[src/rtl/led_pattern_decoder_pkg.sv]
// led_dec_pkg: shared mode, state and transition-class encodings for the LED pattern decoder
package led_dec_pkg;

  typedef enum logic [1:0] {
    MODE_NONE  = 2'd0,
    MODE_LEFT  = 2'd1,
    MODE_RIGHT = 2'd2,
    MODE_FILL  = 2'd3
  } mode_t;

  typedef enum logic [1:0] {
    ST_IDLE = 2'd0,
    ST_ACQ  = 2'd1,
    ST_LOCK = 2'd2
  } state_t;

  typedef enum logic [2:0] {
    CL_H = 3'd0,
    CL_L = 3'd1,
    CL_R = 3'd2,
    CL_F = 3'd3,
    CL_X = 3'd4
  } cls_t;

  // Hold and illegal transitions map to MODE_NONE so callers can treat that as "not a running step"
  function automatic mode_t cls_to_mode(input cls_t k);
    return (k == CL_L) ? MODE_LEFT : (k == CL_R) ? MODE_RIGHT : (k == CL_F) ? MODE_FILL : MODE_NONE;
  endfunction

endpackage

[src/rtl/led_step_classify.sv]
// led_step_classify: classifies one LED step p->c and reports the position of the new sample
module led_step_classify
  import led_dec_pkg::*;
#(
  parameter int WIDTH = 8
) (
  input  logic [WIDTH-1:0]         p,
  input  logic [WIDTH-1:0]         c,
  output cls_t                     cls,
  output logic [$clog2(WIDTH)-1:0] pos
);

  localparam int PW = $clog2(WIDTH);
  localparam logic [WIDTH-1:0] ONES = '1;

  logic           p_onehot;
  logic           p_therm;
  logic           fill;
  logic [PW-1:0]  idx;
  logic [PW-1:0]  cnt;

  // Decide the class with H > L > R > F precedence; position is lit-bit index or popcount mod WIDTH
  always_comb begin
    p_onehot = (p != '0) && ((p & (p - WIDTH'(1))) == '0);
    p_therm  = ((p & (p + WIDTH'(1))) == '0) && (p != ONES);
    fill     = (p_therm && c == {p[WIDTH-2:0], 1'b1}) || (p == ONES && c == '0);
    cls      = (c == p) ? CL_H :
               (p_onehot && c == {p[WIDTH-2:0], p[WIDTH-1]}) ? CL_L :
               (p_onehot && c == {p[0], p[WIDTH-1:1]}) ? CL_R :
               fill ? CL_F : CL_X;
    idx = '0;
    cnt = '0;
    for (int i = 0; i < WIDTH; i++) begin
      if (c[i]) idx = PW'(i);
      cnt = cnt + PW'(c[i]);
    end
    pos = (cls == CL_F) ? cnt : idx;
  end

endmodule

[src/rtl/led_pattern_decoder.sv]
// led_pattern_decoder: locks onto the LED shifter's running mode; LED_DEC_SYNC_EN adds input synchronisers and strobe edge detect
module led_pattern_decoder
  import led_dec_pkg::*;
#(
  parameter int WIDTH    = 8,
  parameter int LOCK_CNT = 4,
  parameter int ERR_W    = 8
) (
  input  logic                     clk,
  input  logic                     reset,
  input  logic [WIDTH-1:0]         led_in,
  input  logic                     led_stb,
  output logic [1:0]               mode_det,
  output logic [$clog2(WIDTH)-1:0] pos,
  output logic                     locked,
  output logic                     err,
  output logic [ERR_W-1:0]         err_cnt
);

  localparam int PW = $clog2(WIDTH);
  localparam logic [3:0] RUN_LOCK = 4'(LOCK_CNT);

  logic [WIDTH-1:0] smp;
  logic             stb;

`ifdef LED_DEC_SYNC_EN
  logic [WIDTH-1:0] in1_q, in1_d, in2_q, in2_d;
  logic [2:0]       stb_q, stb_d;

  // Two-flop synchronisers plus one extra strobe stage for rising-edge detection
  always_comb begin
    in1_d = led_in;
    in2_d = in1_q;
    stb_d = {stb_q[1:0], led_stb};
  end

  // Synchroniser registers
  always_ff @(posedge clk) begin
    if (reset) begin
      in1_q <= '0;
      in2_q <= '0;
      stb_q <= '0;
    end else begin
      in1_q <= in1_d;
      in2_q <= in2_d;
      stb_q <= stb_d;
    end
  end

  assign smp = in2_q;
  assign stb = stb_q[1] & ~stb_q[2];
`else
  assign smp = led_in;
  assign stb = led_stb;
`endif

  state_t           state_q, state_d;
  logic [WIDTH-1:0] prev_q, prev_d;
  logic [3:0]       run_q, run_d;
  mode_t            cand_q, cand_d;
  mode_t            mode_q, mode_d;
  logic [PW-1:0]    pos_q, pos_d;
  logic             locked_q, locked_d;
  logic             err_q, err_d;
  logic [ERR_W-1:0] err_cnt_q, err_cnt_d;

  cls_t             cls;
  logic [PW-1:0]    cpos;
  mode_t            cm;
  logic             valid;

  led_step_classify #(.WIDTH(WIDTH)) u_classify (
    .p   (prev_q),
    .c   (smp),
    .cls (cls),
    .pos (cpos)
  );

  // Acquisition/lock FSM; err is a one-cycle pulse, everything else holds between strobes
  always_comb begin
    state_d   = state_q;
    prev_d    = prev_q;
    run_d     = run_q;
    cand_d    = cand_q;
    mode_d    = mode_q;
    pos_d     = pos_q;
    locked_d  = locked_q;
    err_d     = 1'b0;
    err_cnt_d = err_cnt_q;
    cm        = cls_to_mode(cls);
    valid     = cm != MODE_NONE;
    if (stb) begin
      prev_d = smp;
      if (state_q != ST_IDLE && valid) pos_d = cpos;
      case (state_q)
        ST_IDLE: begin
          state_d = ST_ACQ;
          run_d   = '0;
          cand_d  = MODE_NONE;
        end
        ST_ACQ: begin
          if (valid) begin
            run_d  = (cand_q == MODE_NONE || cand_q == cm) ? run_q + 4'd1 : 4'd1;
            cand_d = cm;
            if (run_d == RUN_LOCK) begin
              state_d  = ST_LOCK;
              locked_d = 1'b1;
              mode_d   = cm;
            end
          end else if (cls == CL_X) begin
            cand_d = MODE_NONE;
            run_d  = '0;
          end
        end
        ST_LOCK: begin
          if (cls != CL_H && cm != mode_q) begin
            err_d     = 1'b1;
            err_cnt_d = (&err_cnt_q) ? err_cnt_q : err_cnt_q + ERR_W'(1);
            state_d   = ST_ACQ;
            locked_d  = 1'b0;
            mode_d    = MODE_NONE;
            cand_d    = cm;
            run_d     = valid ? 4'd1 : 4'd0;
          end
        end
        default: state_d = ST_IDLE;
      endcase
    end
  end

  // State and output registers
  always_ff @(posedge clk) begin
    if (reset) begin
      state_q   <= ST_IDLE;
      prev_q    <= '0;
      run_q     <= '0;
      cand_q    <= MODE_NONE;
      mode_q    <= MODE_NONE;
      pos_q     <= '0;
      locked_q  <= 1'b0;
      err_q     <= 1'b0;
      err_cnt_q <= '0;
    end else begin
      state_q   <= state_d;
      prev_q    <= prev_d;
      run_q     <= run_d;
      cand_q    <= cand_d;
      mode_q    <= mode_d;
      pos_q     <= pos_d;
      locked_q  <= locked_d;
      err_q     <= err_d;
      err_cnt_q <= err_cnt_d;
    end
  end

  assign mode_det = mode_q;
  assign pos      = pos_q;
  assign locked   = locked_q;
  assign err      = err_q;
  assign err_cnt  = err_cnt_q;

endmodule

[config.mk]
export PLATFORM = sky130hd
export DESIGN_NAME = led_pattern_decoder
export DESIGN_NICKNAME = d
export VERILOG_FILES = /design/src/rtl/led_pattern_decoder_pkg.sv /design/src/rtl/led_step_classify.sv /design/src/rtl/led_pattern_decoder.sv
export SDC_FILE = /design/constraint.sdc
export NUM_CORES = 1
export LEC_CHECK = 0
export BUFFER_PORTS_ARGS = -buffer_cell sky130_fd_sc_hd__buf_2
export CORE_MARGIN = 2
export CORE_UTILIZATION = 54
export DETAILED_ROUTE_END_ITERATION = 10
export MAX_ROUTING_LAYER = met4
export PLACE_DENSITY = 0.83
export SYNTH_ARGS = -nofsm -noshare
export SYNTH_HDL_FRONTEND = slang
export SYNTH_SLANG_ARGS = --single-unit
[constraint.sdc]
create_clock -name clk -period 2.9 [get_ports clk]
set_clock_uncertainty 0.1 [all_clocks]
set_input_delay 0 -clock clk [delete_from_list [all_inputs] [get_ports clk]]
set_output_delay 0 -clock clk [all_outputs]
set_load 0.01 [all_outputs]
# Yosys cells after proc, flatten, opt, wreduce, memory -nomap -nowiden
# Index checks and enable logic that the tools add are counted.
dict set report totals {
  regBits 31
  in_bits 11
  out_inout_bits 15
}
dict set report op_classes {
  n_addsub 11
  eq_ne 19
  mux 38
  bitwise 5
  n_reduce_logical 28
}
# op count
set op_table {}
lappend op_table {{8-bit == test} 4}
lappend op_table {{2-bit two-way mux} 14}
lappend op_table {{3-bit two-way mux} 9}
lappend op_table {{8-bit logical NOT} 3}
lappend op_table {{3-bit by 1-bit adder with 3-bit output} 6}
lappend op_table {{8-bit by 1-bit adder with 8-bit output, second input constant} 2}
lappend op_table {{8-bit bitwise AND} 2}
lappend op_table {{4-bit two-way mux} 4}
lappend op_table {{2-bit one-hot mux with 3 select lines} 2}
lappend op_table {{4-bit one-hot mux with 3 select lines} 1}
lappend op_table {{4-bit AND reduction} 3}
lappend op_table {{8-bit == test, second input constant} 1}
lappend op_table {{1-bit logical AND} 8}
lappend op_table {{8-bit != test, second input constant} 1}
lappend op_table {{8-bit AND reduction} 1}
lappend op_table {{8-bit nonzero test} 1}
lappend op_table {{8-bit by 1-bit subtractor with 8-bit output, second input constant} 1}
lappend op_table {{3-bit by 2-bit == test with 1-bit output, second input constant} 2}
lappend op_table {{1-bit two-way mux} 6}
lappend op_table {{2-bit != test, second input constant} 3}
lappend op_table {{2-bit nonzero test} 3}
lappend op_table {{3-bit nonzero test} 2}
lappend op_table {{5-bit AND reduction} 1}
lappend op_table {{4-bit by 1-bit adder with 4-bit output, second input constant} 1}
lappend op_table {{16 further kinds} 20}

# Longest topological paths before layout
# Gate-level depths: netlist (run 1).
dict set report logic_depth {
  depth_word 21
  ltp_mapped 14
  depth_no_buf 13
}

# Hierarchy
# From an unflattened synthesis (run 1), not the netlist that was laid out.
dict set report unflattened {
  hier_cells 280
  area_unflattened_um2 2441.1
}
# module instances cells_per_inst area_per_inst_um2
set modules_own_cells {}
lappend modules_own_cells {led_pattern_decoder 1 174 1597.8}
lappend modules_own_cells {led_step_classify 1 106 843.3}

# Least setup slack after synthesis (run 1)
# Ideal clock, no wire load.
dict set report synth_timing {
  path_type {register to register}
  from {register prev_q[6]}
  to {register locked_q, in the netlist locked}
  setup_ns 0.123
  arrival_ns 2.742
  setup_slack_ns -0.065
  path_stages_with_launch 11
  n_path_buf 1
  cell_sequence {dfxtp_1 buf_6 nor2b_2 or4_4 o21bai_1 o21ai_0 nor4_1 nor4_1 nand2_1 and4b_1 mux2_1}
}
dict set report synth_between {
  elab_chain_len 20
  elab_cells_between_ends 42
  cone_classes {2 x add/sub; 15 x eq/ne; 8 x mux; 2 x bitwise; 15 x reduce/logical}
}
# item line_no
set synth_rtl {}
lappend synth_rtl {{start, declared} led_pattern_decoder.sv:58} ;# logic [WIDTH-1:0] prev_q, prev_d;
lappend synth_rtl {{start signal, assigned} led_pattern_decoder.sv:145} ;# prev_q <= prev_d;
lappend synth_rtl {{8-bit by 1-bit adder with 8-bit output} led_step_classify.sv:25} ;# p_therm = ((p & (p + WIDTH'(1))) == '0) && (p != ONES);
lappend synth_rtl {{8-bit bitwise AND} led_step_classify.sv:25}
lappend synth_rtl {{8-bit logical NOT} led_step_classify.sv:25}
lappend synth_rtl {{1-bit logical AND} led_step_classify.sv:25}
lappend synth_rtl {{1-bit logical AND} led_step_classify.sv:26} ;# fill = (p_therm && c == {p[WIDTH-2:0], 1'b1}) || (p == ONES && c == '0);
lappend synth_rtl {{1-bit logical OR} led_step_classify.sv:26}
lappend synth_rtl {{3-bit two-way mux} led_step_classify.sv:30} ;# fill ? CL_F : CL_X;
lappend synth_rtl {{3-bit two-way mux} led_step_classify.sv:29} ;# (p_onehot && c == {p[0], p[WIDTH-1:1]}) ? CL_R :
lappend synth_rtl {{[2 not listed]} n/a}
lappend synth_rtl {{3-bit by 2-bit == test with 1-bit output} led_pattern_decoder_pkg.sv:27} ;# return (k == CL_L) ? MODE_LEFT : (k == CL_R) ? MODE_RIGHT : (k == CL_F) ? MODE_FILL : MODE_NONE;
lappend synth_rtl {{2-bit two-way mux (3 in a row)} led_pattern_decoder_pkg.sv:27}
lappend synth_rtl {{2-bit == test} led_pattern_decoder.sv:103} ;# run_d = (cand_q == MODE_NONE || cand_q == cm) ? run_q + 4'd1 : 4'd1;
lappend synth_rtl {{1-bit logical OR} led_pattern_decoder.sv:103}
lappend synth_rtl {{4-bit two-way mux} led_pattern_decoder.sv:103}
lappend synth_rtl {{4-bit by 3-bit == test with 1-bit output} led_pattern_decoder.sv:105} ;# if (run_d == RUN_LOCK) begin
lappend synth_rtl {{2-bit != test (no line)} n/a}
lappend synth_rtl {{5-bit AND reduction (no line) *} n/a}
lappend synth_rtl {{end signal, assigned} led_pattern_decoder.sv:150} ;# locked_q <= locked_d;
lappend synth_rtl {{end, declared} led_pattern_decoder.sv:63} ;# logic locked_q, locked_d;
# Mark *: on every way between the ends. The rest lies on a longest branch, timed or not.
# A chain may end at the register's enable or synchronous reset.

# Worst setup path after layout (run 1)
dict set report layout_timing {
  from {register prev_q[4]}
  to {register err_cnt_q[6], in the netlist err_cnt[6]}
}
dict set report layout_between {
  elab_chain_len 17
  elab_cells_between_ends 34
  cone_classes {2 x add/sub; 10 x eq/ne; 7 x mux; 2 x bitwise; 13 x reduce/logical}
}
# item line_no
set layout_rtl {}
lappend layout_rtl {{8-bit by 1-bit adder with 8-bit output} led_step_classify.sv:25}
lappend layout_rtl {{8-bit bitwise AND} led_step_classify.sv:25}
lappend layout_rtl {{8-bit logical NOT} led_step_classify.sv:25}
lappend layout_rtl {{1-bit logical AND} led_step_classify.sv:25}
lappend layout_rtl {{1-bit logical AND} led_step_classify.sv:26}
lappend layout_rtl {{1-bit logical OR} led_step_classify.sv:26}
lappend layout_rtl {{3-bit two-way mux} led_step_classify.sv:30}
lappend layout_rtl {{3-bit two-way mux} led_step_classify.sv:29}
lappend layout_rtl {{3-bit two-way mux} led_step_classify.sv:28} ;# (p_onehot && c == {p[WIDTH-2:0], p[WIDTH-1]}) ? CL_L :
lappend layout_rtl {{3-bit two-way mux *} led_step_classify.sv:27} ;# cls = (c == p) ? CL_H :
lappend layout_rtl {{3-bit by 2-bit == test with 1-bit output} led_pattern_decoder_pkg.sv:27}
lappend layout_rtl {{2-bit two-way mux (3 in a row)} led_pattern_decoder_pkg.sv:27}
lappend layout_rtl {{2-bit != test} led_pattern_decoder.sv:116} ;# if (cls != CL_H && cm != mode_q) begin
lappend layout_rtl {{1-bit logical AND *} led_pattern_decoder.sv:116}
lappend layout_rtl {{4-bit AND reduction (no line) *} n/a}
lappend layout_rtl {{end signal, assigned} led_pattern_decoder.sv:152} ;# err_cnt_q <= err_cnt_d;
lappend layout_rtl {{end, declared} led_pattern_decoder.sv:65} ;# logic [ERR_W-1:0] err_cnt_q, err_cnt_d;
# Marked as above.

==> reports/results.ini, run 1 <==
[clocking]
clk_pin_slew_ps = 70
clk_latency_ps = 300
numCtsBuffers = 5
clock_path_buffers = 2
h-tree-depth = 2
clock_sinks = 31
clock-root-buffer = clkbuf_8
cts_tree = yes

[global_route]
antenna_found_initial = 0
grt_pass1_wl_um = 11500
grt_max_degree = 35
grt_overflow = 0
grt_usage_pct = 28.6
grt_pass1_vias = 2490

[routing]
dr_total_vias = 2624
ant_nets = 0
drt_iter0_drc = 281
drtPass1Iterations = 5
wl_um = 7910
routedWlPerCell_um = 18.9
routed_via_density = 6.28
drcViolationCount = 0

[pwr]
power_mw = 1.39
power.leakage_nw = 1.33
powerDensity_mw_per_mm2 = 428
peakVddDrop_mv = 0.344

[sta]
hold_viol = 0
tightest_slew_ps = 624
rsz0062_at_grt = yes
max_freq_mhz = 322
min_period_ps = 3100
setup_viol = 14
final-max-slew-violation-count = 0
timing.slew.headroom_pct = 58.4
whs_ps = 12.0
period_share_pct = 107
fin_ws_ps = -203

[final_layout]
layout.nets = 388
finish.utilization_pct = 69.7
layout_common_cells = 46 x buf_4, 27 x nor2_1, 25 x dfxtp_1, 25 x buf_2, 21 x inv_1
drive_gt1_share_pct = 34.6
fin_cells = 418
fin_area_mm2 = 0.00325
final_common_cell = buf_4
areaGrowthSynthToFinish_pct = 26.6
n_antenna_cell = 0

[outcome]
status = finished, violations left
violations = setup timing

[min_path]
hold_class = in -> reg

[logic_synthesis]
synthArstFlopShare_pct = 0
synth-simple-area-share_pct = 24.6
synth_compound_area_share_pct = 16.1
syn_inst = 299
synthAdderAreaFrac_pct = 8.00
synth-xor-area-share_pct = 9.56
yosysWarnings = 0
synthMuxAreaShare_pct = 6.29
synth-seq-area-share_pct = 24.2
synth_edf_count = 0
synth_top_family_by_area = simple AND/OR/NAND/NOR gates
ys_seq_elements = 31
synth_ff_type = dfxtp_1
syn_area_mm2 = 0.00257
syn_nets = 324
ys_types = 62
synth.avg_cell_area_um2 = 8.58

[placed_design]
dp.cells = 396
gp_congestion = 0.914
post_dp_cell_area_mm2 = 0.00284
dpl.hpwl_um = 4480
numPortBuffers = 25

[worst_setup_path]
start_kind = flip-flop
rrSetupSlack_ps = -200
cp.arrival_ps = 3220
required_ps = 3020
crit_type = reg -> reg
cp_max_fo = 6
crit_path_end_kind = flip-flop

[die]
die_h_um = 72.9
coreArea_mm2 = 0.00466
io_pins = 26
die_area_mm2 = 0.00532
rows = 25
start_util_pct = 55.1
dieWidth_um = 72.9

[flow_run]
drv_cap = 0

## synth_stat cells, types with 2 or more instances
master / count / area (µm²)
o31ai_1: 2 / 15.0
nand2b_1: 5 / 31.3
o211ai_1: 3 / 22.5
xnor2_1: 11 / 96.3
clkbuf_1: 3 / 11.3
a2111oi_0: 2 / 17.5
inv_1: 21 / 78.8
or4_1: 3 / 22.5
or3_1: 5 / 31.3
or2_0: 2 / 12.5
clkbuf_8: 5 / 68.8
nand4_1: 5 / 31.3
ha_1: 10 / 125
nor2_1: 28 / 105
nor3_1: 9 / 45.0
nand2_1: 17 / 63.8
or4_4: 2 / 22.5
nand4b_1: 3 / 26.3
dfxtp_1: 31 / 621
nor4_1: 6 / 37.5
fa_1: 4 / 80.1
o21ai_0: 10 / 50.1
nor4_2: 2 / 25.0
buf_6: 10 / 113
nand3_1: 9 / 45.0
nor2b_1: 4 / 25.0
o31a_1: 2 / 17.5
mux2i_1: 15 / 150
xor2_1: 17 / 149
a21oi_1: 15 / 75.1
a21oi_2: 2 / 17.5
a21boi_2: 2 / 22.5
a211oi_1: 5 / 37.5
## sequential cells by signal, summed over array words and instances, names as in the netlist
name	cells
state_q	2
err	1
prev_q	8
mode_det	2
cand_q	2
pos	3
locked	1
run_q	4
err_cnt	8
## critical path: stages, from the launching register on
cell,delay (ps)
dfxtp_4,390
or2_2,330
nor3_1,290
nor2_1,160
o31ai_4,270
buf_6,150
nor3_4,30
or2_1,230
a2111o_1,470
or4_1,440
a21oi_1,180
## power by group
group | internal (mW) | leakage (nW) | switching, mW
combinational | 0.207 | 1.01 | 0.250
sequential | 0.446 | 0.255 | 0.0323
clock | 0.278 | 0.0612 | 0.177
total | 0.931 | 1.33 | 0.460
## routing by layer
metal	vias up	routed length, µm	share of wire, %	GRT usage, %
met1	1246	3040	38	33.2
met5	-	0	0	-
li1	1182	-	-	-
met4	0	329	4.2	11.5
met2	154	3860	49	47.3
met3	42	678	8.6	7.18
## final timing paths
path                                start          to  cells after the start
worst max-delay path            prev_q[4]  err_cnt[6]                     10
worst min-delay path            led_in[7]   prev_q[7]                      3
worst max register to register  prev_q[4]  err_cnt[6]                     10
worst min register to register   run_q[1]    run_q[1]                      2
## cells by family after synthesis
family / count (synthesis)
AOI/OAI and AO/OA: 57
and+or+nand+nor: 111
buffers and inverters: 42
xor gates and xnor gates: 28
muxes: 16
DFF: 31
adders and majority gates: 14
## stage by stage
stage                     worst slack (ps)  TNS, ps
after floorplan                       25.8        0
after global placement                -136     -434
after detailed placement              -211    -1440
after CTS                             2.21        0
after global routing                  -337    -3360
final                                 -203    -1710
## what timing repair did
action | CTS | global route
setup buffers | 5 | 8
cloned | 1 | 0
endpoints found under the setup margin | 14 | 19
hold buffers | 1 | 0
endpoints found under the hold margin | 1 | 0
resized for setup | 19 | 23
pin swaps | 11 | 22
## area by class of cell
cell class                      count  area [µm²]
Clock buffer                        6        82.6
Clock inverter                      2        35.0
Fill cell                         314        1410
Inverter                           21        78.8
Multi-Input combinational cell    227        1810
Sequential cell                    31         638
Tap cell                           54        67.6
Timing Repair Buffer               77         537
Power figures use the tool's default switching activity.
==> run 2, diff against run 1 <==
--- a/config.mk
+++ b/config.mk
@@ -6,6 +6,7 @@
 export NUM_CORES = 1
 export LEC_CHECK = 0
 export BUFFER_PORTS_ARGS = -buffer_cell sky130_fd_sc_hd__buf_2
+export CORE_ASPECT_RATIO = 0.6
 export CORE_MARGIN = 2
 export CORE_UTILIZATION = 54
 export DETAILED_ROUTE_END_ITERATION = 10
==> run 2 against run 1 <==
Effect of this change:
- the flow still finishes with violations (setup timing)
- sequential share of layout area shrank 1.3 points
- non-clock buffer count grew 6
- power rose by 7.4%
- register-to-register slack got worse by 140 ps
- wire length up 19%
- highest routed layer unchanged
==> reports/results.ini, run 2 (synthesized netlist as in run 1, its figures left out) <==
[outcome]
status = finished, violations left
violations = setup timing

[placed_design]
dp.cells = 407  ; +2.8%
gp_congestion = 0.941  ; +3.0%
dpl.hpwl_um = 4990  ; +11%
place_ws_ps = -191  ; +20.0 ps
numPortBuffers = 25  ; unchanged

[die]
die_area_mm2 = 0.00534  ; +0.35%
start_util_pct = 56.2  ; +1.2 points
coreArea_mm2 = 0.00456  ; -2.1%
die_h_um = 57.4  ; -21%
rows = 19  ; -24%
dieWidth_um = 93.0  ; +28%
io_pins = 26  ; unchanged

[pwr]
powerDensity_mw_per_mm2 = 426  ; -0.38%
peakVddDrop_mv = 0.393  ; +14%
power.leakage_nw = 1.38  ; +4.3%

[global_route]
grt_max_degree = 35  ; unchanged
met3_usage_pct = 8.06  ; +0.88 points
use_met2_pct = 44.9  ; -2.3 points
busiest_layer = met2
grt_usage_pct = 31.1  ; +2.4 points
antenna_found_initial = 0  ; unchanged
grt_overflow = 0  ; unchanged
grt_pass1_vias = 2417  ; -2.9%
grt_pass1_wl_um = 12300  ; +7.2%
met1_usage_pct = 42.4  ; +9.2 points

[worst_setup_path]
crit_type = reg -> reg
rrSetupSlack_ps = -340  ; -140 ps
cp_max_fo = 4  ; -2
required_ps = 2980  ; -40 ps
start_kind = flip-flop
cp.arrival_ps = 3320  ; +100 ps
crit_path_end_kind = flip-flop

[sta]
timing.slew.headroom_pct = 56.0  ; -2.4 points
tightest_slew_ps = 660  ; +35.9 ps
final-max-slew-violation-count = 0  ; unchanged
whs_ps = 21.6  ; +9.55 ps
min_period_ps = 3240  ; +137 ps
fin_ws_ps = -340  ; -137 ps
rsz0062_at_grt = yes
period_share_pct = 112  ; +4.7 points
setup_viol = 19  ; +5
max_freq_mhz = 309  ; -4.2%
setup_tns_ps = -3240  ; -1520 ps
hold_viol = 0  ; unchanged

[final_layout]
finish.utilization_pct = 76.8  ; +7.0 points
fin_cells = 432  ; +3.3%
final_common_cell = buf_4
areaGrowthSynthToFinish_pct = 36.5
layout.nets = 393  ; +1.3%
drive_gt1_share_pct = 40.4  ; +5.8 points
nFillCells = 276  ; -12%
layout_common_cells = 45 x buf_4, 26 x nor2_1, 25 x buf_2
n_antenna_cell = 0  ; unchanged

[routing]
routed_via_density = 6.52  ; +3.9%
wl_um = 9390  ; +19%
drtPass1Iterations = 5  ; unchanged
drt_iter0_drc = 354  ; +26%
ant_nets = 0  ; unchanged
dr_total_vias = 2818  ; +7.4%
drcViolationCount = 0  ; unchanged
routedWlPerCell_um = 21.7  ; +15%

[clocking]
clock-root-buffer = clkbuf_8
clk_pin_slew_ps = 70  ; about the same
clk_latency_ps = 300  ; about the same
clock_sinks = 31  ; unchanged
clock_path_buffers = 2  ; unchanged
cts_tree = yes
h-tree-depth = 2  ; unchanged
cts_hold_buf = 0  ; -1
numCtsBuffers = 5  ; unchanged

[flow_run]
drv_cap = 0  ; unchanged

[min_path]
hold_class = in -> reg

[run 2: cell count changes in the layout (fill, tap and decap cells not counted), moves of 3 or more]
cell,change
nor3_1,-3
buf_6,+6
xor2_2,-3
nor3_2,+3
[run 2: what timing repair did]
action                                  CTS  global route
endpoints found under the setup margin   19            19
setup buffers                             7            10
pin swaps                                20            31
gates resized for setup                  33            47
[run 2: worst paths after layout]
path	from	end	depth (start not counted)
hold reg to reg	pos[1]	pos[1]	2
setup reg to reg	prev_q[6]	locked	12
hold / removal	led_in[7]	prev_q[7]	3
setup / recovery	prev_q[6]	locked	12
[run 2: metal layers]
layer,vias to the layer above,share of wire [%]
li1,1188,-
met1,1294,39
met2,265,41
met3,71,14
met4,0,5.7
met5,-,0
[run 2: layout make-up]
| cell class | count | area [µm²] | area share (%) |
|---|---|---|---|
| Timing Repair Buffer | 83 | 622 | 17.7 |
| Clock inverter | 2 | 35.0 | 1.00 |
| Inverter | 21 | 78.8 | 2.25 |
| Multi-Input combinational cell | 226 | 1960 | 56.1 |
| Clock buffer | 6 | 82.6 | 2.36 |
| Sequential cell | 31 | 642 | 18.3 |
| Tap cell | 63 | 78.8 | 2.25 |
[run 2: power breakdown]
part	internal [mW]	switching (mW)	total, mW	leakage [nW]
clock	0.278	0.191	0.469	0.0612
combinational	0.233	0.316	0.549	1.07
sequential	0.445	0.0303	0.476	0.256
[run 2: stage by stage]
stage / total power [mW] / area [µm²]
2_1_floorplan: 0.761 / 2570
3_3_place_gp: 0.871 / 2880
3_5_place_dp: 0.888 / 2880
4_1_cts: 1.37 / 3200
5_1_grt: 1.54 / 3500
6_report: 1.49 / 3500
[run 2: worst max-delay path, cell delays in order, from the launching register on]
cell and delay [ps]:
dfxtp_4 370, buf_4 160, xor2_1 150, nor4_2 310, buf_4 190, nand2_1 120, a21oi_4 190, buf_4 160
nor4_1 80, nor4_2 440, nand2_1 170, and4b_1 340, mux2_1 350
==> run 3, diff against run 2 <==
==> constraint.sdc (replaced) <==
create_clock -name clk -period 2.8 [get_ports clk]
set_clock_uncertainty 0.1 [all_clocks]
set_input_delay 0 -clock clk [delete_from_list [all_inputs] [get_ports clk]]
set_output_delay 0 -clock clk [all_outputs]
set_load 0.01 [all_outputs]
==> run 3 against run 2 <==
Effect of this change:
- the run still ends with setup timing left
- worst setup slack better by 170 ps
- register-to-register slack better by 170 ps
- global-route usage is 3.5 points lower
- critical path depth is 2 lower
- critical endpoint is now err_cnt[6]
- wire length is 21% lower
- sequential share of layout area is 0.88 points higher
- die area stayed put
- count of clock-buffer cells in the layout stayed put
- non-clock buffer count is 1 lower
- first-iteration DRC count is 40% lower
==> reports/results.ini, run 3 (synthesized netlist as in run 1, its figures left out) <==
[sta]
fin_ws_ps = -170  ; +170 ps
period_share_pct = 106  ; -5.7 points
setup_tns_ps = -1380  ; +1860 ps
setup_viol = 19  ; unchanged
timing.slew.headroom_pct = 58.0  ; +2.1 points
rsz0062_at_grt = yes
hold_viol = 0  ; unchanged
max_freq_mhz = 337  ; +9.1%
min_period_ps = 2970  ; -270 ps
whs_ps = 37.8  ; +16.2 ps
final-max-slew-violation-count = 0  ; unchanged
tightest_slew_ps = 629  ; -30.8 ps

[pwr]
peakVddDrop_mv = 0.470  ; +20%
power.leakage_nw = 1.33  ; -3.8%
powerDensity_mw_per_mm2 = 408  ; -4.3%

[clocking]
clk_latency_ps = 280  ; -20 ps
clock-root-buffer = clkbuf_8
clk_pin_slew_ps = 60  ; about the same
cts_tree = yes
numCtsBuffers = 5  ; unchanged
clock_path_buffers = 2  ; unchanged
h-tree-depth = 2  ; unchanged
clock_sinks = 31  ; unchanged

[worst_setup_path]
r2r-end = err_cnt[6]
rrSetupSlack_ps = -170  ; +170 ps
r2r_cells = 10  ; -2
critPathTopFamily = simple AND/OR/NAND/NOR gates
max_stage_delay_ps = 440  ; about the same
crit_path_end_kind = flip-flop
cp_max_fo = 7  ; +3
required_ps = 2910  ; -70 ps
path_buf_inv = 1  ; -2
cp_cell_sequence = nor4_2, buf_4, nand4b_1, and3_2, a21oi_4, nor3_2, or2_1, a2111o_1, or4_1, a21oi_1
r2r-start = prev_q[2]
cp_slowest_cell = a2111o_1
cp.arrival_ps = 3080  ; -240 ps
crit_type = reg -> reg
start_kind = flip-flop

[placed_design]
post_dp_cell_area_mm2 = 0.00295  ; +2.5%
dpl.hpwl_um = 5170  ; +3.5%
numPortBuffers = 25  ; unchanged
gp_congestion = 0.946  ; +0.48%
dp.cells = 412  ; +1.2%

[outcome]
violations = setup timing
status = finished, violations left

[routing]
routed_via_density = 5.91  ; -9.3%
drt_iter0_drc = 214  ; -40%
wl_um = 7420  ; -21%
dr_total_vias = 2549  ; -9.5%
routedWlPerCell_um = 17.2  ; -21%
drtPass1Iterations = 5  ; unchanged
drcViolationCount = 0  ; unchanged
ant_nets = 0  ; unchanged

[flow_run]
drv_cap = 0  ; unchanged

[final_layout]
drive_gt1_share_pct = 38.3  ; -2.1 points
fin_area_mm2 = 0.00332  ; -5.3%
layout.nets = 393  ; unchanged
multi_input_area_mm2 = 0.00186  ; -5.3%
areaGrowthSynthToFinish_pct = 29.3
fin_cells = 431  ; -0.23%
final_common_cell = buf_4
n_antenna_cell = 0  ; unchanged
layout_common_cells = 51 x buf_4, 26 x nor2_1, 25 x buf_2
finish.utilization_pct = 72.7  ; -4.1 points
seq_area_um2 = 637  ; -0.78%
nFillCells = 309  ; +12%

[global_route]
grt_usage_pct = 27.6  ; -3.5 points
grt_max_degree = 35  ; unchanged
met3_usage_pct = 5.55  ; -2.5 points
busiest_layer = met2
met1_usage_pct = 39.9  ; -2.5 points
antenna_found_initial = 0  ; unchanged
grt_pass1_wl_um = 11100  ; -9.8%
use_met2_pct = 40.8  ; -4.1 points
grt_overflow = 0  ; unchanged
grt_pass1_vias = 2322  ; -3.9%

[die]
rows = 19  ; unchanged
start_util_pct = 56.2  ; unchanged
io_pins = 26  ; unchanged
dieWidth_um = 93.0  ; unchanged
die_area_mm2 = 0.00534  ; unchanged
die_h_um = 57.4  ; unchanged
coreArea_mm2 = 0.00456  ; unchanged

[min_path]
hold_class = in -> reg
worstHoldStart = led_in[0]
min_path_cells = 4  ; +1
worstHoldEndpoint = prev_q[0]

==> run 3: worst max path at each step <==
stage / start / end / slack, ps / cells after the start
global route: prev_q[2] / err_cnt[6] / -260 / 10
detailed placement: prev_q[5] / err_cnt[6] / -250 / 9
global placement: prev_q[5] / err_cnt[6] / -130 / 9
floorplan: prev_q[6] / err_cnt[2] / -30 / 10
CTS: prev_q[4] / err_cnt[6] / -150 / 9
finish: prev_q[2] / err_cnt[6] / -170 / 10
==> run 3: what timing repair did <==
action / 4_1_cts / 5_1_grt
endpoints found under the hold margin: 1 / 0
hold buffers: 1 / 0
endpoints found under the setup margin: 19 / 19
buffers inserted: 7 / 4
pin swaps: 19 / 9
resized for setup: 18 / 30
gates cloned: 1 / 0
==> run 3: where the power goes <==
part	internal, mW	switching, mW
registers	0.463	0.0278
logic	0.232	0.274
clock network	0.193	0.164
total	0.887	0.466
==> run 3: tightest hold or removal path: stages <==
cell	delay (ps)
buf_2	90
buf_4	150
mux2i_1	80
nor2_1	70
==> run 3: through the flow <==
step | power, mW | worst slack (ps)
4_1_cts | 1.32 | -148
5_1_grt | 1.42 | -256
3_3_place_gp | 0.914 | -131
6_report | 1.35 | -170
3_5_place_dp | 0.933 | -249
2_1_floorplan | 0.801 | -25.6
==> run 3: layer usage <==
layer / wire length, µm / part of all wire, %
met3: 691 / 9.3
met5: 0 / 0
met1: 3310 / 45
met4: 110 / 1.5
met2: 3300 / 45
==> run 3: layout make-up <==
class                      instances  share of cell area [%]
timing repair buffer              82                    17.3
inverter                          21                    2.38
clock buffer                       6                    2.49
sequential                        31                    19.2
clock inverter                     1                   0.151
multi-input combinational        227                    56.1
tap                               63                    2.38
